**config.mk**
```make
export PLATFORM = sky130hd
export DESIGN_NAME = ich_acc_ctrl
export DESIGN_NICKNAME = d
export VERILOG_FILES = /design/src/rtl/ich_acc_ctrl.sv
export SDC_FILE = /design/constraint.sdc
export NUM_CORES = 1
export LEC_CHECK = 0
export BUFFER_PORTS_ARGS = -buffer_cell sky130_fd_sc_hd__buf_2
export CAP_MARGIN = 20
export CELL_PAD_IN_SITES_DETAIL_PLACEMENT = 0
export CELL_PAD_IN_SITES_GLOBAL_PLACEMENT = 1
export CORE_MARGIN = 5
export CORE_UTILIZATION = 45
export DETAILED_ROUTE_END_ITERATION = 6
export GPL_TIMING_DRIVEN = 0
export PLACE_DENSITY = 0.88
export SLEW_MARGIN = 20
export SYNTH_ARGS = -nofsm -noshare
export SYNTH_HDL_FRONTEND = slang
export SYNTH_SLANG_ARGS = --single-unit
```
**constraint.sdc**
```tcl
create_clock -name clk -period 4.25 [get_ports clk]
set_input_delay 0.6375 -clock clk [delete_from_list [all_inputs] [get_ports clk]]
set_output_delay 0.6375 -clock clk [all_outputs]
set_load 0.02 [all_outputs]
```
**src/rtl/ich_acc_ctrl.sv**
```systemverilog
// ich_acc_ctrl: sequencing and accumulation control for a 3-stage adder tree.
// A job produces cfg_out_num results. Each result is the sum of cfg_grp_num
// 32-channel groups. One group is pushed into the tree per accepted in_valid.
// A 3-deep tag pipe follows each group through the tree. At the tree output,
// tree_psum is folded into an accumulator, and on the last group of a result
// the sum is presented on out_psum.
//
// state | meaning
// IDLE  | waiting for start; config latched when start is seen
// RUN   | issuing groups into the tree
// DRAIN | all groups issued; waiting for the tag pipe and output to empty
// DONE  | one-cycle end-of-job state; done pulses here
module ich_acc_ctrl #(
  parameter int PSUM_WIDTH = 32,
  parameter int GRP_W      = 6,
  parameter int OUT_W      = 16
) (
  input  logic                  clk,
  input  logic                  rst,
  input  logic                  start,
  input  logic [GRP_W-1:0]      cfg_grp_num,
  input  logic [OUT_W-1:0]      cfg_out_num,
  output logic                  busy,
  output logic                  done,
  input  logic                  in_valid,
  output logic                  in_ready,
  output logic                  pipe_en,
  input  logic [PSUM_WIDTH-1:0] tree_psum,
  output logic                  out_valid,
  input  logic                  out_ready,
  output logic [PSUM_WIDTH-1:0] out_psum
);

  typedef enum logic [1:0] {
    S_IDLE  = 2'd0,
    S_RUN   = 2'd1,
    S_DRAIN = 2'd2,
    S_DONE  = 2'd3
  } state_t;

  state_t                state_q;
  logic                  busy_q;
  logic                  done_q;

  // Latched config, stored as "count - 1" so the terminal compare is direct.
  logic [GRP_W-1:0]      grp_last_q;
  logic [OUT_W-1:0]      out_last_q;
  logic [GRP_W-1:0]      grp_last_d;
  logic [OUT_W-1:0]      out_last_d;

  logic [GRP_W-1:0]      grp_cnt_q;
  logic [OUT_W-1:0]      out_cnt_q;

  logic [2:0]            vld_q;
  logic [2:0]            first_q;
  logic [2:0]            last_q;

  logic [PSUM_WIDTH-1:0] acc_q;
  logic [PSUM_WIDTH-1:0] acc_sum_d;
  logic [PSUM_WIDTH-1:0] out_psum_q;
  logic                  out_valid_q;

  logic                  active;
  logic                  stall;
  logic                  pipe_en_d;
  logic                  fire;
  logic                  grp_wrap;
  logic                  out_final;
  logic                  consume;
  logic                  drain_exit;
  logic                  launch;

  // Config latch values; a group count of zero behaves like one.
  always_comb begin
    grp_last_d = '0;
    if (cfg_grp_num != '0) begin
      grp_last_d = cfg_grp_num - GRP_W'(1);
    end
    out_last_d = cfg_out_num - OUT_W'(1);
  end

  // Handshake, stall and pipeline-enable decode.
  always_comb begin
    active     = (state_q == S_RUN) || (state_q == S_DRAIN);
    stall      = out_valid_q && !out_ready;
    pipe_en_d  = active && !stall;
    fire       = in_valid && (state_q == S_RUN) && pipe_en_d;
    grp_wrap   = (grp_cnt_q == grp_last_q);
    out_final  = (out_cnt_q == out_last_q);
    consume    = vld_q[2] && pipe_en_d;
    acc_sum_d  = (first_q[2] ? '0 : acc_q) + tree_psum;
    drain_exit = (vld_q == 3'b000) && (!out_valid_q || out_ready);
    launch     = (state_q == S_IDLE) && start && (cfg_out_num != '0);
  end

  // Job FSM with registered busy/done.
  always_ff @(posedge clk or posedge rst) begin
    if (rst) begin
      state_q    <= S_IDLE;
      busy_q     <= 1'b0;
      done_q     <= 1'b0;
      grp_last_q <= '0;
      out_last_q <= '0;
    end else begin
      done_q <= 1'b0;
      case (state_q)
        S_IDLE: begin
          if (start) begin
            grp_last_q <= grp_last_d;
            out_last_q <= out_last_d;
            if (cfg_out_num != '0) begin
              state_q <= S_RUN;
              busy_q  <= 1'b1;
            end else begin
              state_q <= S_DONE;
              done_q  <= 1'b1;
            end
          end
        end
        S_RUN: begin
          if (fire && grp_wrap && out_final) begin
            state_q <= S_DRAIN;
          end
        end
        S_DRAIN: begin
          if (drain_exit) begin
            state_q <= S_DONE;
            busy_q  <= 1'b0;
            done_q  <= 1'b1;
          end
        end
        S_DONE: begin
          state_q <= S_IDLE;
        end
        default: begin
          state_q <= S_IDLE;
          busy_q  <= 1'b0;
        end
      endcase
    end
  end

  // Issue counters: group index within a result, and result index within the job.
  always_ff @(posedge clk or posedge rst) begin
    if (rst) begin
      grp_cnt_q <= '0;
      out_cnt_q <= '0;
    end else if (launch) begin
      grp_cnt_q <= '0;
      out_cnt_q <= '0;
    end else if (fire) begin
      if (grp_wrap) begin
        grp_cnt_q <= '0;
        out_cnt_q <= out_cnt_q + OUT_W'(1);
      end else begin
        grp_cnt_q <= grp_cnt_q + GRP_W'(1);
      end
    end
  end

  // Tag pipe tracking each group through the three tree stages.
  // It shifts in lockstep with the tree; a cycle with no accept inserts a bubble.
  always_ff @(posedge clk or posedge rst) begin
    if (rst) begin
      vld_q   <= '0;
      first_q <= '0;
      last_q  <= '0;
    end else if (pipe_en_d) begin
      vld_q   <= {vld_q[1:0],   fire};
      first_q <= {first_q[1:0], fire && (grp_cnt_q == '0)};
      last_q  <= {last_q[1:0],  fire && grp_wrap};
    end
  end

  // Running accumulator. The first tag restarts the sum so results never bleed together.
  always_ff @(posedge clk or posedge rst) begin
    if (rst) begin
      acc_q <= '0;
    end else if (consume) begin
      acc_q <= acc_sum_d;
    end
  end

  // Result register. Consume only happens when not stalled, so a held result is never overwritten.
  always_ff @(posedge clk or posedge rst) begin
    if (rst) begin
      out_psum_q  <= '0;
      out_valid_q <= 1'b0;
    end else if (consume && last_q[2]) begin
      out_psum_q  <= acc_sum_d;
      out_valid_q <= 1'b1;
    end else if (out_ready) begin
      out_valid_q <= 1'b0;
    end
  end

  assign busy      = busy_q;
  assign done      = done_q;
  assign pipe_en   = pipe_en_d;
  assign in_ready  = (state_q == S_RUN) && pipe_en_d;
  assign out_valid = out_valid_q;
  assign out_psum  = out_psum_q;

endmodule

```
==> summary.txt, run 1 <==
Power and ir drop
  • Leak pwr: 4.40 nW
  • Internal power: 3.64 mW
  • Psw: 2.71 mW
  • Seq pwr share: 0.286
  • Logic pwr share: 0.509
  • Power share of the clock group: 0.205
  • Net Sw Frac: 0.427
  • Cell Pwr Density: 707 mW/mm²
  • Maximum vdd ir drop: 0.332 mV

Synth
  • Top cells by area, synth: dfrtp_1 (40%), nand2_1 (8.3%), ha_1 (6.7%), xor2_1 (5.9%), xnor2_1 (3.7%)
  • Synth warn: 0
  • Synthesized instance count: 851
  • Ys async rst share: 1.00
  • Syn_area_per_cell: 9.02 µm²
  • Register area share after synthesis: 0.398
  • Post-synth top cells: nand2_1 (170), dfrtp_1 (122), nor2_1 (55)
  • Primary FF master, synth: dfrtp_1
  • Synth top area share: 0.398
  • #FFs+latches synth: 122
  • Number of flops mapped to enable cells by yosys: 0
  • Count leader, synth: nand2_1
  • Yosys top cell by area: dfrtp_1
  • Yosys cell types: 75
  • Syn Nets: 952
  • Post-Syn Area: 0.00767 mm²

Floorplanning
  • Site Rows: 47
  • Core box area: 0.0166 mm²
  • Starting density of the core: 0.461
  • Die ar.: 0.0198 mm²
  • Die width: 141 µm
  • Die height: 141 µm
  • I/O pin count: 96

Global routing
  • GRT Overall Usage: 0.197
  • Initial antenna violation count: 0
  • GRT overflow: 0
  • Largest net degree at the start of global routing: 77
  • First-pass GRT wire length: 31700 µm
  • Vias in the first global route: 6481

Clocking
  • Total CTS buffers: 17
  • Max H-tree Level: 4
  • Clock Latency Late Sink: 0.43 ns
  • # clock sinks: 122
  • Worst-path clk slew: 0.06 ns
  • Post-CTS resize count: 0
  • Clock Root Buffer: clkbuf_16
  • Post-CTS setup buffer count: 0
  • Bufs on Longest Clock Path: 2
  • Hold_buf cts: 0
  • CTS tree: yes

Worst setup path
  • Setup crit start: first_q[2]$_DFFE_PP0N_
  • Crit-path leading delay family: compound AO/OA/AOI/OAI gates
  • Setup crit end kind: flop
  • Crit-path max cell delay: 0.46 ns
  • CP Launch Type: flop
  • Launching point of the worst reg2reg path: first_q[2]$_DFFE_PP0N_
  • CP required: 4.55 ns
  • CP Class: flop to flop
  • Critical path buffers and inverters: 1
  • Crit-path most repeated cell: o21ai_0
  • Slowest CP cell: dfrtp_1
  • CP arrival: 3.53 ns
  • Crit path max fanout: 10
  • Critical-path cell list: clkbuf_1 -> nor2b_1 -> ha_1 -> a21oi_1 -> o21ai_0 -> o21ai_0 -> nand3_1 -> o21ai_2 -> xnor2_1 -> mux2_2

Cells and area
  • Fraction of layout cells with a size suffix above 1: 0.188
  • Filler instances: 1566
  • # nets final: 1067
  • Final std cells w/o fill: 1199
  • ANT cells: 0
  • Area Overhead vs Synth: 17.1%

Timing
  • FMAX: 309 MHz
  • Final setup fails: 0
  • RSZ-0062 raised after global routing: no
  • Fin crit share: 0.760
  • Fin crit period: 3.23 ns
  • Fin. Hold Viols: 0
  • Max Transition Viols Final: 0
  • Worst-Margin Slew: 0.736 ns
  • Final Skew: 0.0118 ns
  • Relative slew slack: 0.509
  • Hold Worst Slack: 0.241 ns

Placement
  • Final HPWL from detailed placement: 14000 µm
  • Placed Instances: 1167
  • GP Congestion: 0.894
  • Port-buffer cells: 95

Outcome
  • Outcome: completed

Detailed routing
  • Drt pass-1 iters: 4
  • Routed vias: 6352
  • Final ANT Viol Nets: 0
  • Final WL: 18600 µm
  • DR WL/cell: 15.5 µm
  • Post-route DRC: 0
  • Vias per cell: 5.30
  • 1st-iter DRT viols: 346

Flow run
  • Max cap viols: 0

Min path
  • Worst Hold Class: input port to async pin
layout by cell type, fill, tap and decap left out, drive strengths merged, types with 9 or more instances in the layout:
| cell type | instances |
|---|---|
| nand2 | 170 |
| dfrtp | 122 |
| buf | 104 |
| nor2 | 57 |
| o21ai | 57 |
| xor2 | 52 |
| clkbuf | 49 |
| a21oi | 47 |
| ha | 41 |
| nor2b | 35 |
| xnor2 | 32 |
| nand3 | 25 |
| mux2 | 23 |
| inv | 19 |
| nand4 | 18 |
| nor3 | 18 |
| a21o | 10 |
| nor4 | 9 |
power groups by stage:
| stage | clock network (mW) | logic, mW | registers, mW |
|---|---|---|---|
| final | 1.30 | 3.23 | 1.82 |
| after floorplan | 0 | 2.31 | 1.95 |
| after CTS | 1.32 | 3.25 | 1.82 |
| after detailed placement | 0 | 3.22 | 1.84 |
| after global placement | 0 | 3.17 | 1.83 |
| after global routing | 1.39 | 3.61 | 1.88 |
area by class of cell:
type | instances | area (µm²) | share of cell area
flip-flops and latches | 122 | 3050 | 0.340
clock buffers | 24 | 482 | 0.0536
inverters | 20 | 80.1 | 0.00891
plain buffers | 33 | 153 | 0.0170
multi-input cells | 676 | 4390 | 0.489
repair buffers | 96 | 503 | 0.0560
clock inverters | 8 | 45.0 | 0.00501
well taps | 220 | 275 | 0.0306
cells by family (layout without fill, tap and decap cells):
| group | after synthesis | in the layout | synth area share |
|---|---|---|---|
| AO/OA/AOI/OAI | 159 | 159 | 0.140 |
| XOR/XNOR | 84 | 84 | 0.0959 |
| adder cells (fa/ha/maj) | 42 | 42 | 0.0695 |
| buffers and inverters | 53 | 181 | 0.0297 |
| flip-flops | 122 | 122 | 0.398 |
| multiplexers | 25 | 25 | 0.0364 |
| AND/OR/NAND/NOR | 366 | 366 | 0.230 |
path summary, 6_finish.rpt:
check                                            end  slack (ns)  cells past startpoint
max in group asynchronous      acc_q[22]$_DFFE_PP0P_        3.27                      3
hold reg to reg                 acc_q[1]$_DFFE_PP0P_        0.46                      2
setup / recovery               acc_q[21]$_DFFE_PP0P_        1.02                     10
min in group clk           grp_last_q[0]$_DFFE_PP0P_        0.45                      2
hold / removal               out_psum[4]$_DFFE_PP0P_        0.24                      2
setup reg to reg               acc_q[21]$_DFFE_PP0P_        1.02                     10
per-layer routing:
layer / share of wire / up-vias / track usage
li1: - / 3196 / -
met3: 0.048 / 29 / 0.0467
met1: 0.47 / 2988 / 0.259
met2: 0.46 / 139 / 0.319
met4: 0.022 / 0 / 0.0694
met5: 0 / - / 0
state kept, by name (all words and copies together), names as in the netlist, 6 cells and up:
signal      count
out_last_q     16
grp_cnt_q       6
acc_q          32
grp_last_q      6
out_psum       32
out_cnt_q      16
stage by stage:
step	worst slack [ns]	area, µm²	setup TNS, ns	total power [mW]	util
final	1.02	8980	0	6.35	0.540
after global routing	0.673	8980	0	6.88	0.540
after CTS	0.923	8980	0	6.39	0.540
after detailed placement	0.950	8460	0	5.06	0.508
after global placement	-1.18	8420	-142.55	4.99	0.506
after floorplan	0.370	7670	0	4.26	-
worst register-to-register path: stages (launching register included):
cell,delay [ns]
dfrtp_1,0.46
clkbuf_1,0.46
nor2b_1,0.12
ha_1,0.39
a21oi_1,0.26
o21ai_0,0.17
o21ai_0,0.27
nand3_1,0.28
o21ai_2,0.31
xnor2_1,0.12
mux2_2,0.28
(Power assumes the default switching activity.)
==> inputs of run 2 (changes only) <==
--- a/config.mk
+++ b/config.mk
@@ -10,10 +10,10 @@
 export CELL_PAD_IN_SITES_DETAIL_PLACEMENT = 0
 export CELL_PAD_IN_SITES_GLOBAL_PLACEMENT = 1
 export CORE_MARGIN = 5
-export CORE_UTILIZATION = 45
+export CORE_UTILIZATION = 41
 export DETAILED_ROUTE_END_ITERATION = 6
 export GPL_TIMING_DRIVEN = 0
-export PLACE_DENSITY = 0.88
+export PLACE_DENSITY = 0.85
 export SLEW_MARGIN = 20
 export SYNTH_ARGS = -nofsm -noshare
 export SYNTH_HDL_FRONTEND = slang
==> constraint.sdc (replaced) <==
create_clock -name clk -period 2.7 [get_ports clk]
set_input_delay 0.405 -clock clk [delete_from_list [all_inputs] [get_ports clk]]
set_output_delay 0.405 -clock clk [all_outputs]
set_load 0.02 [all_outputs]
==> summary.txt, run 2 (synthesis results as in run 1) <==
Outcome
  • Outcome: complete, but fails checks
  • Failing checks: negative setup slack

Timing
  • Worst-Margin Slew: 0.636 ns
  • Final worst setup slack: -0.129 ns
  • Fin. Hold Viols: 0
  • FMAX: 353 MHz
  • Final setup fails: 12
  • Fin crit share: 1.05
  • Setup TNS: -0.825 ns
  • RSZ-0062 raised after global routing: yes
  • Relative slew slack: 0.576
  • Final Skew: 0.0116 ns
  • Fin crit period: 2.83 ns
  • Max Transition Viols Final: 0

Placement
  • Port-buffer cells: 95
  • Final HPWL from detailed placement: 14300 µm
  • GP Congestion: 0.857
  • Placement Setup Slack: -0.470 ns

Worst setup path
  • Worst path depth: 12
  • Critical-path cell list: buf_12 -> buf_8 -> nor2b_4 -> ha_4 -> buf_6 -> a21o_1 -> a21o_4 -> a21oi_4 -> a31oi_4 -> a41oi_4 -> mux2_4 -> o21ai_2
  • Crit-path leading delay family: compound AO/OA/AOI/OAI gates
  • Crit-path max cell delay: 0.42 ns
  • Slowest CP cell: dfrtp_2
  • CP Class: flop to flop
  • Setup crit end kind: flop
  • Critical path buffers and inverters: 3
  • CP required: 3.05 ns
  • Crit path max fanout: 5
  • CP arrival: 3.18 ns
  • R2R cell count: 12
  • CP Launch Type: flop

Cells and area
  • Most common cell after layout, fill and taps aside: nand2_1
  • Fraction of layout cells with a size suffix above 1: 0.294
  • Register area: 0.00305 mm²
  • ANT cells: 0
  • Leading cell types in the layout, fill and taps excluded: nand2_1 (167), dfrtp_1 (121), buf_2 (98)
  • # nets final: 1100
  • Filler instances: 1661
  • Multi-input logic area: 0.00488 mm²
  • Area Overhead vs Synth: 30.1%

Clocking
  • CTS tree: yes
  • Clock Root Buffer: clkbuf_16
  • Clock Latency Late Sink: 0.42 ns
  • Total CTS buffers: 17
  • Worst-path clk slew: 0.06 ns
  • Bufs on Longest Clock Path: 2
  • Max H-tree Level: 4
  • # clock sinks: 122

Global routing
  • Largest net degree at the start of global routing: 34
  • First-pass GRT wire length: 32000 µm
  • Vias in the first global route: 6510
  • Initial antenna violation count: 0
  • GRT Overall Usage: 0.183
  • GRT overflow: 0

Floorplanning
  • Die width: 147 µm
  • Core box area: 0.0186 mm²
  • Die ar.: 0.0216 mm²
  • Site Rows: 50
  • I/O pin count: 96
  • Die height: 147 µm
  • Starting density of the core: 0.413

Detailed routing
  • DR WL/cell: 16.2 µm
  • Drt pass-1 iters: 5
  • Vias per cell: 5.28
  • Post-route DRC: 0
  • Final WL: 20100 µm
  • 1st-iter DRT viols: 419
  • Final ANT Viol Nets: 0
  • Routed vias: 6570

Min path
  • Cells on Worst Hold Path: 2
  • Worst Hold Class: input port to flop

Power and ir drop
  • Cell Pwr Density: 1160 mW/mm²
  • Total power: 11.6 mW
  • Maximum vdd ir drop: 0.492 mV
  • Leak pwr: 4.79 nW

Flow run
  • Max cap viols: 0
## run 2: final timing paths
path / slack (ns) / endpoint / start
worst min-delay path: 0.23 / grp_last_q[0]$_DFFE_PP0P_ / cfg_grp_num[0]
worst min register to register: 0.46 / acc_q[0]$_DFFE_PP0P_ / acc_q[0]$_DFFE_PP0P_
min in group asynchronous: 0.43 / out_psum[4]$_DFFE_PP0P_ / rst
max in group asynchronous: 1.63 / first_q[2]$_DFFE_PP0N_ / rst
worst max-delay path: -0.13 / acc_q[29]$_DFFE_PP0P_ / first_q[2]$_DFFE_PP0N_
worst max register to register: -0.13 / acc_q[29]$_DFFE_PP0P_ / first_q[2]$_DFFE_PP0N_
## run 2: layout make-up
cell class                      instances  share of cell area
Multi-Input combinational cell        676               0.488
Timing Repair Buffer                  133              0.0854
Tap cell                              234              0.0293
Clock inverter                          7              0.0138
Clock buffer                           23              0.0499
Inverter                               20             0.00789
Buffer                                 29              0.0195
Sequential cell                       122               0.306
## run 2: power breakdown
| part | total [mW] | internal (mW) | switching [mW] |
|---|---|---|---|
| registers | 2.88 | 2.50 | 0.384 |
| logic | 6.22 | 2.66 | 3.56 |
| clock network | 2.46 | 1.65 | 0.808 |
## run 2: timing repair
item                                   in CTS  in global routing
gates resized for setup                    49                 84
setup endpoints to repair                  51                 61
cloned                                      2                  0
pin swaps                                  21                 33
endpoints found under the hold margin       2                  0
setup buffers                              10                 21
hold buffers                                1                  0
## run 2: routing by layer
metal  vias up  wire length (µm)  track usage  part of all wire
met3        21               823       0.0423             0.041
met1      3136              9150        0.236              0.45
met5         -                 0            0                 0
li1       3259                 -            -                 -
met2       154              9890        0.308              0.49
met4         0               268       0.0550             0.013
## run 2: metrics by stage
step | instances | hold slack (ns) | util | area (µm²)
after CTS | 1224 | 0.208 | 0.509 | 9460
after detailed placement | 1184 | 0.317 | 0.459 | 8530
after floorplan | 851 | 0.438 | - | 7680
final | 1244 | 0.226 | 0.538 | 9990
after global routing | 1244 | 0.224 | 0.538 | 9990
after global placement | 1180 | 0.449 | 0.455 | 8450
